`src/rtl/if_stage_if.sv`:
```
// IF-stage bus: redirect/stall controls in, fetch address out, IF/ID register out.
interface if_stage_if;
  logic        stall;
  logic        npc_sel;
  logic [31:0] npc;
  logic        id_is_branch;
  logic        exc_req;
  logic        eret_req;
  logic [31:0] epc;
  logic [31:0] pc;
  logic [31:0] instr;
  logic [31:0] id_instr;
  logic [31:0] id_pc;
  logic [31:0] id_pc8;
  logic        id_bd;
  logic        id_valid;
  logic        id_exc;
  logic [4:0]  id_exccode;

  modport slave (
    input  stall, npc_sel, npc, id_is_branch, exc_req, eret_req, epc, instr,
    output pc, id_instr, id_pc, id_pc8, id_bd, id_valid, id_exc, id_exccode
  );

  modport master (
    output stall, npc_sel, npc, id_is_branch, exc_req, eret_req, epc, instr,
    input  pc, id_instr, id_pc, id_pc8, id_bd, id_valid, id_exc, id_exccode
  );
endinterface

```
`src/rtl/if_stage.sv`:
```
// MIPS instruction-fetch stage: PC register, next-PC selection and IF/ID register.
// Optional FETCH_ADDR_CHECK_EN builds the alignment/text-range AdEL check.
module if_stage #(
  parameter logic [31:0] RESET_PC   = 32'h0000_3000,
  parameter logic [31:0] EXC_VECTOR = 32'h0000_4180,
  parameter logic [31:0] TEXT_LO    = 32'h0000_3000,
  parameter logic [31:0] TEXT_HI    = 32'h0000_4FFC
) (
  input logic      clk,
  input logic      reset,
  if_stage_if.slave bus
);

  logic [31:0] pc_q;
  logic [31:0] id_instr_q;
  logic [31:0] id_pc_q;
  logic        id_bd_q;
  logic        id_valid_q;
  logic        fetch_ok;

`ifdef FETCH_ADDR_CHECK_EN
  logic id_exc_q;

  assign fetch_ok = (pc_q[1:0] == 2'b00) && (pc_q >= TEXT_LO) && (pc_q <= TEXT_HI);

  always_ff @(posedge clk) begin
    if (!reset || bus.exc_req || bus.eret_req) begin
      id_exc_q <= 1'b0;
    end else if (!bus.stall) begin
      id_exc_q <= !fetch_ok;
    end
  end

  assign bus.id_exc     = id_exc_q;
  assign bus.id_exccode = id_exc_q ? 5'd4 : 5'd0;
`else
  logic unused_bounds;

  assign unused_bounds  = ^{TEXT_LO, TEXT_HI};
  assign fetch_ok       = 1'b1;
  assign bus.id_exc     = 1'b0;
  assign bus.id_exccode = '0;
`endif

  // Redirects flush IF/ID even when stalled; a stalled npc_sel is dropped, ID re-presents it.
  always_ff @(posedge clk) begin
    if (!reset) begin
      pc_q       <= RESET_PC;
      id_instr_q <= '0;
      id_pc_q    <= '0;
      id_bd_q    <= 1'b0;
      id_valid_q <= 1'b0;
    end else if (bus.exc_req || bus.eret_req) begin
      pc_q       <= bus.exc_req ? EXC_VECTOR : bus.epc;
      id_instr_q <= '0;
      id_pc_q    <= '0;
      id_bd_q    <= 1'b0;
      id_valid_q <= 1'b0;
    end else if (!bus.stall) begin
      pc_q       <= bus.npc_sel ? bus.npc : pc_q + 32'd4;
      id_instr_q <= fetch_ok ? bus.instr : '0;
      id_pc_q    <= pc_q;
      id_bd_q    <= bus.id_is_branch;
      id_valid_q <= 1'b1;
    end
  end

  assign bus.pc       = pc_q;
  assign bus.id_instr = id_instr_q;
  assign bus.id_pc    = id_pc_q;
  assign bus.id_pc8   = id_pc_q + 32'd8;
  assign bus.id_bd    = id_bd_q;
  assign bus.id_valid = id_valid_q;

endmodule

```
`src/flat_wrapper.sv`:
```
// flat-port wrapper written by rule: the top's interface ports become plain ports
module if_stage_flat 
#(
  parameter logic [31:0] RESET_PC   = 32'h0000_3000,
  parameter logic [31:0] EXC_VECTOR = 32'h0000_4180,
  parameter logic [31:0] TEXT_LO    = 32'h0000_3000,
  parameter logic [31:0] TEXT_HI    = 32'h0000_4FFC
)
  (clk, reset, bus_stall, bus_npc_sel, bus_npc, bus_id_is_branch, bus_exc_req, bus_eret_req, bus_epc, bus_instr, bus_pc, bus_id_instr, bus_id_pc, bus_id_pc8, bus_id_bd, bus_id_valid, bus_id_exc, bus_id_exccode);
  if_stage_if bus_i ();
  input logic clk;
  input logic reset;
  input wire logic [$bits(bus_i.stall)-1:0] bus_stall;
  input wire logic [$bits(bus_i.npc_sel)-1:0] bus_npc_sel;
  input wire logic [$bits(bus_i.npc)-1:0] bus_npc;
  input wire logic [$bits(bus_i.id_is_branch)-1:0] bus_id_is_branch;
  input wire logic [$bits(bus_i.exc_req)-1:0] bus_exc_req;
  input wire logic [$bits(bus_i.eret_req)-1:0] bus_eret_req;
  input wire logic [$bits(bus_i.epc)-1:0] bus_epc;
  input wire logic [$bits(bus_i.instr)-1:0] bus_instr;
  output wire logic [$bits(bus_i.pc)-1:0] bus_pc;
  output wire logic [$bits(bus_i.id_instr)-1:0] bus_id_instr;
  output wire logic [$bits(bus_i.id_pc)-1:0] bus_id_pc;
  output wire logic [$bits(bus_i.id_pc8)-1:0] bus_id_pc8;
  output wire logic [$bits(bus_i.id_bd)-1:0] bus_id_bd;
  output wire logic [$bits(bus_i.id_valid)-1:0] bus_id_valid;
  output wire logic [$bits(bus_i.id_exc)-1:0] bus_id_exc;
  output wire logic [$bits(bus_i.id_exccode)-1:0] bus_id_exccode;
  assign bus_i.stall = bus_stall;
  assign bus_i.npc_sel = bus_npc_sel;
  assign bus_i.npc = bus_npc;
  assign bus_i.id_is_branch = bus_id_is_branch;
  assign bus_i.exc_req = bus_exc_req;
  assign bus_i.eret_req = bus_eret_req;
  assign bus_i.epc = bus_epc;
  assign bus_i.instr = bus_instr;
  assign bus_pc = bus_i.pc;
  assign bus_id_instr = bus_i.id_instr;
  assign bus_id_pc = bus_i.id_pc;
  assign bus_id_pc8 = bus_i.id_pc8;
  assign bus_id_bd = bus_i.id_bd;
  assign bus_id_valid = bus_i.id_valid;
  assign bus_id_exc = bus_i.id_exc;
  assign bus_id_exccode = bus_i.id_exccode;
  if_stage #(.RESET_PC(RESET_PC), .EXC_VECTOR(EXC_VECTOR), .TEXT_LO(TEXT_LO), .TEXT_HI(TEXT_HI)) u_core (.clk(clk), .reset(reset), .bus(bus_i));
endmodule
```
`config.mk`:
```
export PLATFORM = sky130hd
export DESIGN_NAME = if_stage_flat
export DESIGN_NICKNAME = d
export VERILOG_FILES = /design/src/rtl/if_stage_if.sv /design/src/rtl/if_stage.sv /design/src/flat_wrapper.sv
export SDC_FILE = /design/constraint.sdc
export NUM_CORES = 1
export LEC_CHECK = 0
export ABC_AREA = 0
export BUFFER_PORTS_ARGS = -buffer_cell sky130_fd_sc_hd__clkbuf_2
export CORE_ASPECT_RATIO = 1.2
export CORE_MARGIN = 8
export CORE_UTILIZATION = 45
export DETAILED_ROUTE_END_ITERATION = 10
export GPL_ROUTABILITY_DRIVEN = 0
export PLACE_DENSITY = 0.77
export REMOVE_ABC_BUFFERS = 1
export SYNTH_ARGS = -nofsm -noshare
export SYNTH_HDL_FRONTEND = slang
export SYNTH_SLANG_ARGS = --single-unit
```
`constraint.sdc`:
```
create_clock -name clk -period 6.5 [get_ports clk]
set_clock_uncertainty 0.2 [all_clocks]
set_input_delay 0.325 -clock clk [delete_from_list [all_inputs] [get_ports clk]]
set_output_delay 0.325 -clock clk [all_outputs]
set_load 0.05 [all_outputs]
```
Yosys cells after proc, flatten, opt, wreduce, memory -nomap -nowiden
Index checks and enable logic that the tools add are counted.
Storage, ports and cells
  register bits: 98
  input bits: 103
  output and inout port bits: 136
Cells by class
  add/subtract/negate cells: 2
  equality and inequality tests: 1
  muxes and demuxes: 4
  bitwise logic cells: 1
  reductions and logical operators: 2
Operators by type and width (count)
  $mux 32: 4
  $add 32x3->32 const B: 1
  $add 32x4->32 const B: 1
  $ne 2x1->1 const B: 1
  $reduce_or 2->1: 1
  $logic_or 1x1->1: 1
  $not 1->1: 1

Depth between registers and ports, before layout
Gate-level depths: netlist (run 1).
  depth in word-level cells: 4
  depth in mapped cells: 8
  mapped depth without buffers: 6

Worst setup path after synthesis (run 1)
Ideal clock, no wire load.
  kind: register -> output
  start: register u_core.id_pc_q[6], in the netlist u_core.bus.id_pc[6]
  end: output bus_id_pc8[26]
  data arrival time: 2587 ps
  setup slack: 3388 ps
  stages on the path, launching flop included: 7
  cells stage by stage: dfxtp_1 > and4_1 > clkbuf_1 > nand3_1 > nor3_1 > nand3_1 > xnor2_1
Between the ends
  longest elaborated chain between the ends: 1
RTL lines
  from (decl): line if_stage.sv:16  | logic [31:0] id_pc_q;
  from (signal assigned): line if_stage.sv:62  | id_pc_q <= pc_q;
  $add 32x4->32: line if_stage.sv:71  | assign bus.id_pc8 = id_pc_q + 32'd8;
  to (decl): line flat_wrapper.sv:24  | output wire logic [$bits(bus_i.id_pc8)-1:0] bus_id_pc8;
Every way passes these cells.

Worst setup path in the final report (run 1)
  start: register u_core.id_pc_q[5], in the netlist u_core.bus.id_pc[5]
  end: output bus_id_pc8[26]
The elaborated chain is that of the path after synthesis.

==> impl_metrics.yaml, run 1 <==
run_status:
  outcome: "completed"
cts:
  clk_path_buf_depth: 2
  cts_max_level: 3
  postCtsHoldBufs: 0
  postCtsSetupBuffers: 0
  cts_resized: 0
  clock_sinks: 98
  insertion_delay_ps: 350
  cts_root_buffer: "clkbuf_16"
  cts_buffers: 9
  path_clk_slew_ps: 70
  cts_tree: "done"
global_routing:
  grt_pass1_vias: 5274
  grt_use_total: 0.229
  grt_start_max_net_pins: 65
  antenna_found_initial: 0
  grt_overflow: 0
  grt_pass1_wl_mm: 28.4
floorplan:
  ioPinCount: 239
  start_util: 0.462
  dieArea_um2: 15700
  core_area_um2: 11600
  die_y_um: 136
  die_w_um: 116
  row_count: 43
sta:
  fmax_mhz: 327
  finalWorstSetupSlack_ps: 3440
  slew_headroom: 0.294
  tightest_slew_ps: 1060
  final-setup-viol-count: 0
  fin_tns_setup_ps: 0
  rsz0062_at_grt: "no"
  period_needed_ps: 3060
  drv_slew: 0
  period_share: 0.471
  finalHoldViolCount: 0
synthesis:
  syn_area_per_cell_um2: 8.22
  synth_ff_type: "dfxtp_1"
  synth_top_area_share: 0.366
  yosysUniqueCellTypes: 60
  synth_warnings: 0
  synth_largest_area_cell: "dfxtp_1"
  ys_async_sr_fraction: 0
  ys_ff_latch: 98
  synth_area_leaders: "dfxtp_1 37%, mux2i_1 14%, nor2_1 7.0%"
  syn_inst: 653
  synth_most_common_cell: "nor2_1"
  synthTopCellsByCount: "100 x nor2_1, 98 x dfxtp_1, 76 x mux2i_1"
  syn_area_um2: 5370
  synth_edf_count: 0
  ys_seq_area_frac: 0.366
detailed_routing:
  wl_mm: 18.8
  ant_nets: 0
  wire_per_inst_um: 18.6
  firstDrtPassIters: 5
  drtIter0Drc: 382
  vias: 5663
  drc_errors: 0
  viasPerCell: 5.60
pwr:
  ir_drop_mv: 0.107
  p_leak_nw: 3.17
  powerDensity_nw_per_um2: 211
  fin_total_pwr_mw: 1.44
worst_setup_path:
  cp.arrival_ps: 2530
  worstRegToRegCells: 6
  r2r_start: "u_core.bus.pc[2]"
  critPathCaptureType: "primary output"
  ff2ff_setup_slack_ps: 3840
  cp-start-kind: "flop"
  required_ps: 5970
  cpMostUsedCell: "nand3_1"
  crit_buf_inv: 1
  critical_path.max_fanout: 6
  cpPeakStageDelay_ps: 630
  cp_cell_sequence: "and4_1, nand3_1, nor3_1, nand3_1, xnor2_1, clkbuf_2"
  critical-path-top-delay-family: "simple AND/OR/NAND/NOR gates"
  critPathKind: "reg -> out"
  critPathSlowestCell: "nor3_1"
  r2r-end: "u_core.bus.pc[28]"
layout:
  multi_input_area_um2: 3120
  regArea_um2: 1960
  nets: 954
  syn2layout_area_growth_pct: 27.2
  fin_util: 0.588
  diodes: 0
  fillers: 1114
  drive_above_1_share: 0.309
placement:
  port_buffers: 232
  place_hpwl_mm: 14.0
  pre_cts_ws_ps: 3770
min_path:
  hold_start: "bus_instr[17]"
  hp-class: "in -> reg"
  worstHoldEndpoint: "u_core.bus.id_instr[17]"
  hold_path_depth: 3
job:
  max_cap_viol_count: 0
## through the flow
stage | hold WS (ps) | std cells | cell area (µm²)
final | 5.69 | 1011 | 6830
after global routing | 3.85 | 1011 | 6830
after CTS | 0.645 | 1011 | 6830
after detailed placement | 245 | 995 | 6520
after global placement | 237 | 995 | 6520
after floorplan | 197 | 603 | 5130
## cell families (layout without fill, tap and decap cells)
| logic type | after synthesis | after routing | synth area share |
|---|---|---|---|
| flops | 98 | 98 | 0.366 |
| fa+ha+maj | 2 | 2 | 0.00466 |
| xor+xnor | 34 | 34 | 0.0555 |
| compound gates | 119 | 119 | 0.148 |
| buf+inv | 69 | 265 | 0.0569 |
| other cells | 1 | 6 | 0.000699 |
| mux | 76 | 76 | 0.142 |
| simple gates | 254 | 254 | 0.228 |
## final cells by class
type,count,area share
multi-input combinational,491,0.457
sequential,98,0.287
clock inverter,6,0.0106
tap,157,0.0288
inverter,14,0.00769
timing repair buffer,235,0.174
clock buffer,10,0.0350
## worst max path at each step
stage	start	end	slack (ps)	cells after the start
2_1_floorplan	u_core.bus.id_pc[9]	bus_id_pc8[26]	3450	5
3_3_place_gp	u_core.bus.id_pc[5]	bus_id_pc8[26]	3790	6
3_5_place_dp	u_core.bus.id_pc[9]	bus_id_pc8[26]	3770	6
4_1_cts	u_core.bus.id_pc[10]	bus_id_pc8[26]	3390	6
5_1_grt	u_core.bus.id_pc[9]	bus_id_pc8[26]	3160	6
6_report	u_core.bus.id_pc[5]	bus_id_pc8[26]	3440	6
## flip-flops by register name, indices dropped and copies added, names as in the netlist
signal	flops
u_core.bus.id_bd	1
u_core.bus.id_pc	32
u_core.bus.id_valid	1
u_core.bus.id_instr	32
u_core.bus.pc	32
## where the power goes
part | switching (mW) | internal, mW
clock | 0.243 | 0.313
combinational | 0.163 | 0.0805
sequential | 0.0275 | 0.616
## worst register-to-register path, stage by stage, from the launching register on
cell     delay (ps)
dfxtp_1         460
ha_1            310
nand4_1         220
nor4_1          830
nand4_1         230
mux2i_1         170
nor3_1          160
## placed cells by master, fill, tap and decap left out, types with 3 or more instances in the layout
master and instances:
o21ai_0 30, a211oi_1 10, mux2i_1 76, nor4_1 7, clkbuf_2 231, a221oi_1 7, a21oi_1 30, nor3_1 17
xor2_1 12, nand2b_1 4, inv_1 14, nand2_1 46, dfxtp_1 98, o22ai_1 4, clkbuf_16 9, o31a_1 6
nor2_1 100, nand3_1 27, and3_1 11, and4_1 5, a31oi_1 3, o221ai_1 5, or2_2 3, a221o_1 3
conb_1 6, xnor2_1 22, nand4_1 15, buf_4 4, and2_1 3, o31ai_1 3
## routing by layer
metal | track usage | wire length, µm
met4 | 0.112 | 539
met5 | 0 | 0
met2 | 0.386 | 9400
met3 | 0.0326 | 1360
met1 | 0.280 | 7550
Power figures use the tool's default switching activity.
==> run 2: changes to the inputs <==
--- a/config.mk
+++ b/config.mk
@@ -5,11 +5,11 @@
 export SDC_FILE = /design/constraint.sdc
 export NUM_CORES = 1
 export LEC_CHECK = 0
-export ABC_AREA = 0
+export ABC_AREA = 1
 export BUFFER_PORTS_ARGS = -buffer_cell sky130_fd_sc_hd__clkbuf_2
 export CORE_ASPECT_RATIO = 1.2
 export CORE_MARGIN = 8
-export CORE_UTILIZATION = 45
+export CORE_UTILIZATION = 44
 export DETAILED_ROUTE_END_ITERATION = 10
 export GPL_ROUTABILITY_DRIVEN = 0
 export PLACE_DENSITY = 0.77
==> constraint.sdc (replaced) <==
create_clock -name clk -period 2.5 [get_ports clk]
set_clock_uncertainty 0.2 [all_clocks]
set_input_delay 0.125 -clock clk [delete_from_list [all_inputs] [get_ports clk]]
set_output_delay 0.125 -clock clk [all_outputs]
set_load 0.05 [all_outputs]
==> impl_metrics.yaml, run 2 <==
layout:
  fillers: 1180
  drive_above_1_share: 0.249
  diodes: 0
  syn2layout_area_growth_pct: 44.5
  nets: 1339
  stdcell_area_um2: 8280
  final_common_cell: "nand2_1"
  layout_common_cells: "326 x nand2_1, 227 x clkbuf_2, 105 x nor2_1"
worst_setup_path:
  critPathKind: "reg -> out"
  cpMostUsedCell: "nor2_2"
  cp.arrival_ps: 2080
  cpPeakStageDelay_ps: 370
  cp_cell_sequence: "ha_2, inv_1, nor2_2, nand2_1, nor2_2, nand2_1, nor2_2, xor2_2, clkbuf_8"
  critical_path.max_fanout: 5
  required_ps: 2170
  critPathCaptureType: "primary output"
  critPathSlowestCell: "dfxtp_2"
  cp-start-kind: "flop"
detailed_routing:
  drc_errors: 0
  vias: 7120
  firstDrtPassIters: 5
  ant_nets: 0
  wire_per_inst_um: 16.1
  viasPerCell: 5.07
  wl_mm: 22.6
  drtIter0Drc: 541
synthesis:
  syn_area_um2: 5730
  synth_most_common_cell: "nand2_1"
  synth_top_area_share: 0.342
  ys_seq_area_frac: 0.342
  ys_ff_latch: 98
  yosysUniqueCellTypes: 34
  synth_area_leaders: "dfxtp_1 34%, nand2_1 21%, a21oi_1 8.4%"
  ys_async_sr_fraction: 0
  synth_largest_area_cell: "dfxtp_1"
  synth_ff_type: "dfxtp_1"
  syn_inst: 932
  synth_warnings: 0
  synthTopCellsByCount: "327 x nand2_1, 109 x nor2_1, 98 x dfxtp_1"
  syn_area_per_cell_um2: 6.15
  synth_edf_count: 0
cts:
  postCtsSetupBuffers: 0
  clock_sinks: 98
  insertion_delay_ps: 360
  cts_root_buffer: "clkbuf_16"
  path_clk_slew_ps: 70
  cts_tree: "done"
  cts_buffers: 9
  cts_max_level: 3
  clk_path_buf_depth: 2
floorplan:
  ioPinCount: 239
  row_count: 45
  dieArea_um2: 17000
  start_util: 0.453
  die_w_um: 120
  die_y_um: 141
  core_area_um2: 12700
sta:
  period_share: 0.961
  tightest_slew_ps: 704
  final-setup-viol-count: 0
  holdWs_ps: -21.7
  fin_tns_setup_ps: 0
  period_needed_ps: 2400
  finalHoldViolCount: 2
  drv_slew: 0
  fmax_mhz: 416
  rsz0062_at_grt: "no"
  slew_headroom: 0.531
pwr:
  ir_drop_mv: 0.447
  p_leak_nw: 3.76
  powerDensity_nw_per_um2: 470
global_routing:
  grt_use_total: 0.257
  grt_overflow: 0
  grt_start_max_net_pins: 69
  grt_pass1_vias: 6808
  antenna_found_initial: 0
  grt_pass1_wl_mm: 35.2
placement:
  dpl_cell_area_um2: 6990
  port_buffers: 232
  place_hpwl_mm: 15.7
run_status:
  violations: "hold timing"
  outcome: "finished, violations left"
min_path:
  hp-class: "in -> reg"
job:
  max_cap_viol_count: 0
run 2: changes by cell type after synthesis, moves of 11 or more:
cell / previous run / this run
nand2_1: 47 / 327
nand3_1: 27 / 46
a21oi_1: 30 / 96
and3_1: 11 / 0
mux2i_1: 76 / 0
inv_1: 14 / 63
run 2: through the flow:
step	utilization	std cells	total power, mW	setup WS, ps
floorplan	-	885	2.13	-183
global placement	0.552	1294	2.40	365
detailed placement	0.552	1294	2.40	299
CTS	0.649	1403	3.88	32.6
global route	0.654	1403	4.02	5.90
finish	0.654	1403	3.89	96.3
run 2: final timing paths:
| check | startpoint | endpoint | slack [ps] | depth (start not counted) |
|---|---|---|---|---|
| setup / recovery | u_core.bus.id_pc[4] | bus_id_pc8[23] | 100 | 9 |
| hold / removal | bus_npc[3] | u_core.bus.pc[3] | -20 | 5 |
| setup reg to reg | u_core.bus.pc[3] | u_core.bus.pc[16] | 130 | 9 |
| hold reg to reg | u_core.bus.id_instr[26] | u_core.bus.id_instr[26] | 270 | 2 |
run 2: cell type report:
type / count / area, µm² / area share
timing repair buffer: 338 / 2220 / 0.268
sequential: 98 / 1980 / 0.239
clock inverter: 6 / 56.3 / 0.00680
tap: 164 / 205 / 0.0248
multi-input combinational: 719 / 3330 / 0.403
inverter: 68 / 258 / 0.0311
clock buffer: 10 / 229 / 0.0276
run 2: logic make-up after synthesis:
family / after synthesis / share of synthesized area
other cells: 1 / 0.000654
xor+xnor: 32 / 0.0489
compound gates: 148 / 0.132
buf+inv: 120 / 0.0873
simple gates: 531 / 0.385
fa+ha+maj: 2 / 0.00436
flops: 98 / 0.342
run 2: worst max-delay path, delay by kind of cell (launching register included):
| family | cells | cell delay, ps |
|---|---|---|
| XOR/XNOR | 1 | 170 |
| adder cells (fa/ha/maj) | 1 | 210 |
| flip-flops | 1 | 370 |
| buffers and inverters | 2 | 280 |
| AND/OR/NAND/NOR | 5 | 700 |
run 2: power by group:
part	total, mW	switching, mW	internal, mW
combinational	0.812	0.514	0.299
clock	1.38	0.682	0.700
sequential	1.70	0.0839	1.61
total	3.89	1.28	2.61
run 2: timing repair:
action,CTS,global route
hold endpoints to repair,65,0
setup endpoints to repair,1,27
resized for setup,4,32
hold buffers,93,0
run 2: per-layer routing:
layer  track usage  vias up  routed length (µm)
li1              -     3561                   -
met1         0.290     3189                9020
met2         0.459      320               11200
met3        0.0587       50                1770
met4        0.0949        0                 658
met5             0        -                   0
==> run 3: changes to the inputs <==
--- a/config.mk
+++ b/config.mk
@@ -5,11 +5,10 @@
 export SDC_FILE = /design/constraint.sdc
 export NUM_CORES = 1
 export LEC_CHECK = 0
-export ABC_AREA = 1
 export BUFFER_PORTS_ARGS = -buffer_cell sky130_fd_sc_hd__clkbuf_2
 export CORE_ASPECT_RATIO = 1.2
 export CORE_MARGIN = 8
-export CORE_UTILIZATION = 44
+export CORE_UTILIZATION = 43
 export DETAILED_ROUTE_END_ITERATION = 10
 export GPL_ROUTABILITY_DRIVEN = 0
 export PLACE_DENSITY = 0.77
==> impl_metrics.yaml, run 3 (synthesis gave the netlist of run 1 again) <==
sta:
  rsz0062_at_grt: "yes"
  final-setup-viol-count: 0
  fmax_mhz: 409
  finalWorstSetupSlack_ps: 56.7
  tightest_slew_ps: 532
  slew_headroom: 0.645
  period_share: 0.977
  period_needed_ps: 2440
  drv_slew: 0
  holdWs_ps: -0.917
  finalHoldViolCount: 1
layout:
  nets: 1070
  layout_common_cells: "226 x clkbuf_2, 100 x nor2_1, 91 x dfxtp_1"
  syn2layout_area_growth_pct: 47.8
  drive_above_1_share: 0.324
  final_common_cell: "clkbuf_2"
  instances_no_fill: 1132
global_routing:
  grt_start_max_net_pins: 53
  grt_use_total: 0.250
  antenna_found_initial: 1
  grt_overflow: 0
  grt_pass1_vias: 6263
  grt_pass1_wl_mm: 33.1
job:
  max_cap_viol_count: 0
worst_setup_path:
  critPathKind: "reg -> reg"
  required_ps: 2590
  critical_path.max_fanout: 7
  critPathCaptureType: "flop"
  cp.arrival_ps: 2530
  ff2ff_setup_slack_ps: 60
  cp-start-kind: "flop"
  r2r-end: "u_core.bus.pc[14]"
  r2r_start: "u_core.bus.pc[2]"
  worstRegToRegCells: 7
cts:
  cts_max_level: 3
  clock_sinks: 98
  cts_root_buffer: "clkbuf_16"
  cts_buffers: 9
  clk_path_buf_depth: 2
  cts_tree: "done"
  insertion_delay_ps: 340
  path_clk_slew_ps: 70
  postCtsSetupBuffers: 0
floorplan:
  core_area_um2: 12200
  ioPinCount: 239
  dieArea_um2: 16300
  start_util: 0.441
  die_y_um: 138
  row_count: 44
  die_w_um: 118
run_status:
  outcome: "finished, violations left"
  violations: "hold timing"
min_path:
  hold_start: "bus_npc[0]"
  worstHoldEndpoint: "u_core.bus.pc[0]"
  hold_path_depth: 5
  hp-class: "in -> reg"
detailed_routing:
  viasPerCell: 5.53
  vias: 6264
  drtIter0Drc: 617
  drc_errors: 0
  firstDrtPassIters: 7
  wl_mm: 21.3
  wire_per_inst_um: 18.9
  ant_nets: 0
placement:
  placedCellCount: 1038
  pre_cts_ws_ps: 133
  port_buffers: 232
  place_hpwl_mm: 15.5
pwr:
  p_leak_nw: 3.70
  ir_drop_mv: 0.315
  powerDensity_nw_per_um2: 482
  fin_total_pwr_mw: 3.82
[run 3: changes by cell type in the layout (fill, tap and decap cells not counted), sizes merged, moves of 18 or more]
cell	previous run	this run
a21oi	96	30
buf	13	44
nor2	123	100
inv	70	18
nand2	329	48
mux2i	0	76
nand3	47	29
[run 3: critical path, cell delays in order (launching register included)]
cell and delay, ps:
dfxtp_2 380, ha_1 190, nand4_1 220, nor4_1 430, xor2_1 220, nor2_1 50, o21ai_0 140, dlygate4sd3_1 560
[run 3: area by class of cell]
class	count	area, µm²
sequential	98	1970
antenna	1	2.50
tap	161	201
timing repair buffer	351	2280
inverter	14	52.6
fill	1030	4230
clock buffer	9	225
multi-input combinational	491	3140
clock inverter	7	60.1
[run 3: how the worst max path moves through the flow]
stage / startpoint / to / slack, ps / cells after the start
6_report: u_core.bus.pc[2] / u_core.bus.pc[14] / 60 / 7
5_1_grt: u_core.bus.pc[2] / u_core.bus.pc[14] / -20 / 7
4_1_cts: u_core.bus.pc[2] / u_core.bus.pc[16] / 30 / 8
3_5_place_dp: u_core.bus.id_pc[6] / bus_id_pc8[29] / 130 / 6
3_3_place_gp: u_core.bus.id_pc[6] / bus_id_pc8[31] / 310 / 6
2_1_floorplan: u_core.bus.id_pc[9] / bus_id_pc8[26] / -350 / 5
[run 3: stage by stage]
stage / instance area, µm² / util / hold WS, ps / TNS [ps]
CTS: 7910 / 0.650 / 1.96 / 0
detailed placement: 6830 / 0.561 / 161 / 0
global route: 7930 / 0.652 / 26.5 / -57.0
global placement: 6830 / 0.561 / 155 / 0
floorplan: 5130 / - / -3.17 / -3350
finish: 7930 / 0.652 / -0.917 / 0
[run 3: metal layers]
layer	GRT usage	part of all wire	up-vias
met5	0	0	-
met4	0.151	0.049	0
met3	0.0493	0.066	79
met2	0.442	0.51	312
met1	0.270	0.38	2933
li1	-	-	2940
[run 3: where the power goes]
part	internal, mW	total, mW	switching (mW)	leakage [nW]
Clock	0.696	1.36	0.668	0.136
Sequential	1.60	1.66	0.0539	0.800
Combinational	0.319	0.800	0.481	2.76
[run 3: what timing repair did]
| item | 4_1_cts | 5_1_grt |
|---|---|---|
| hold buffers | 77 | 0 |
| setup endpoints to repair | 6 | 11 |
| endpoints found under the hold margin | 62 | 0 |
| resized for setup | 10 | 13 |
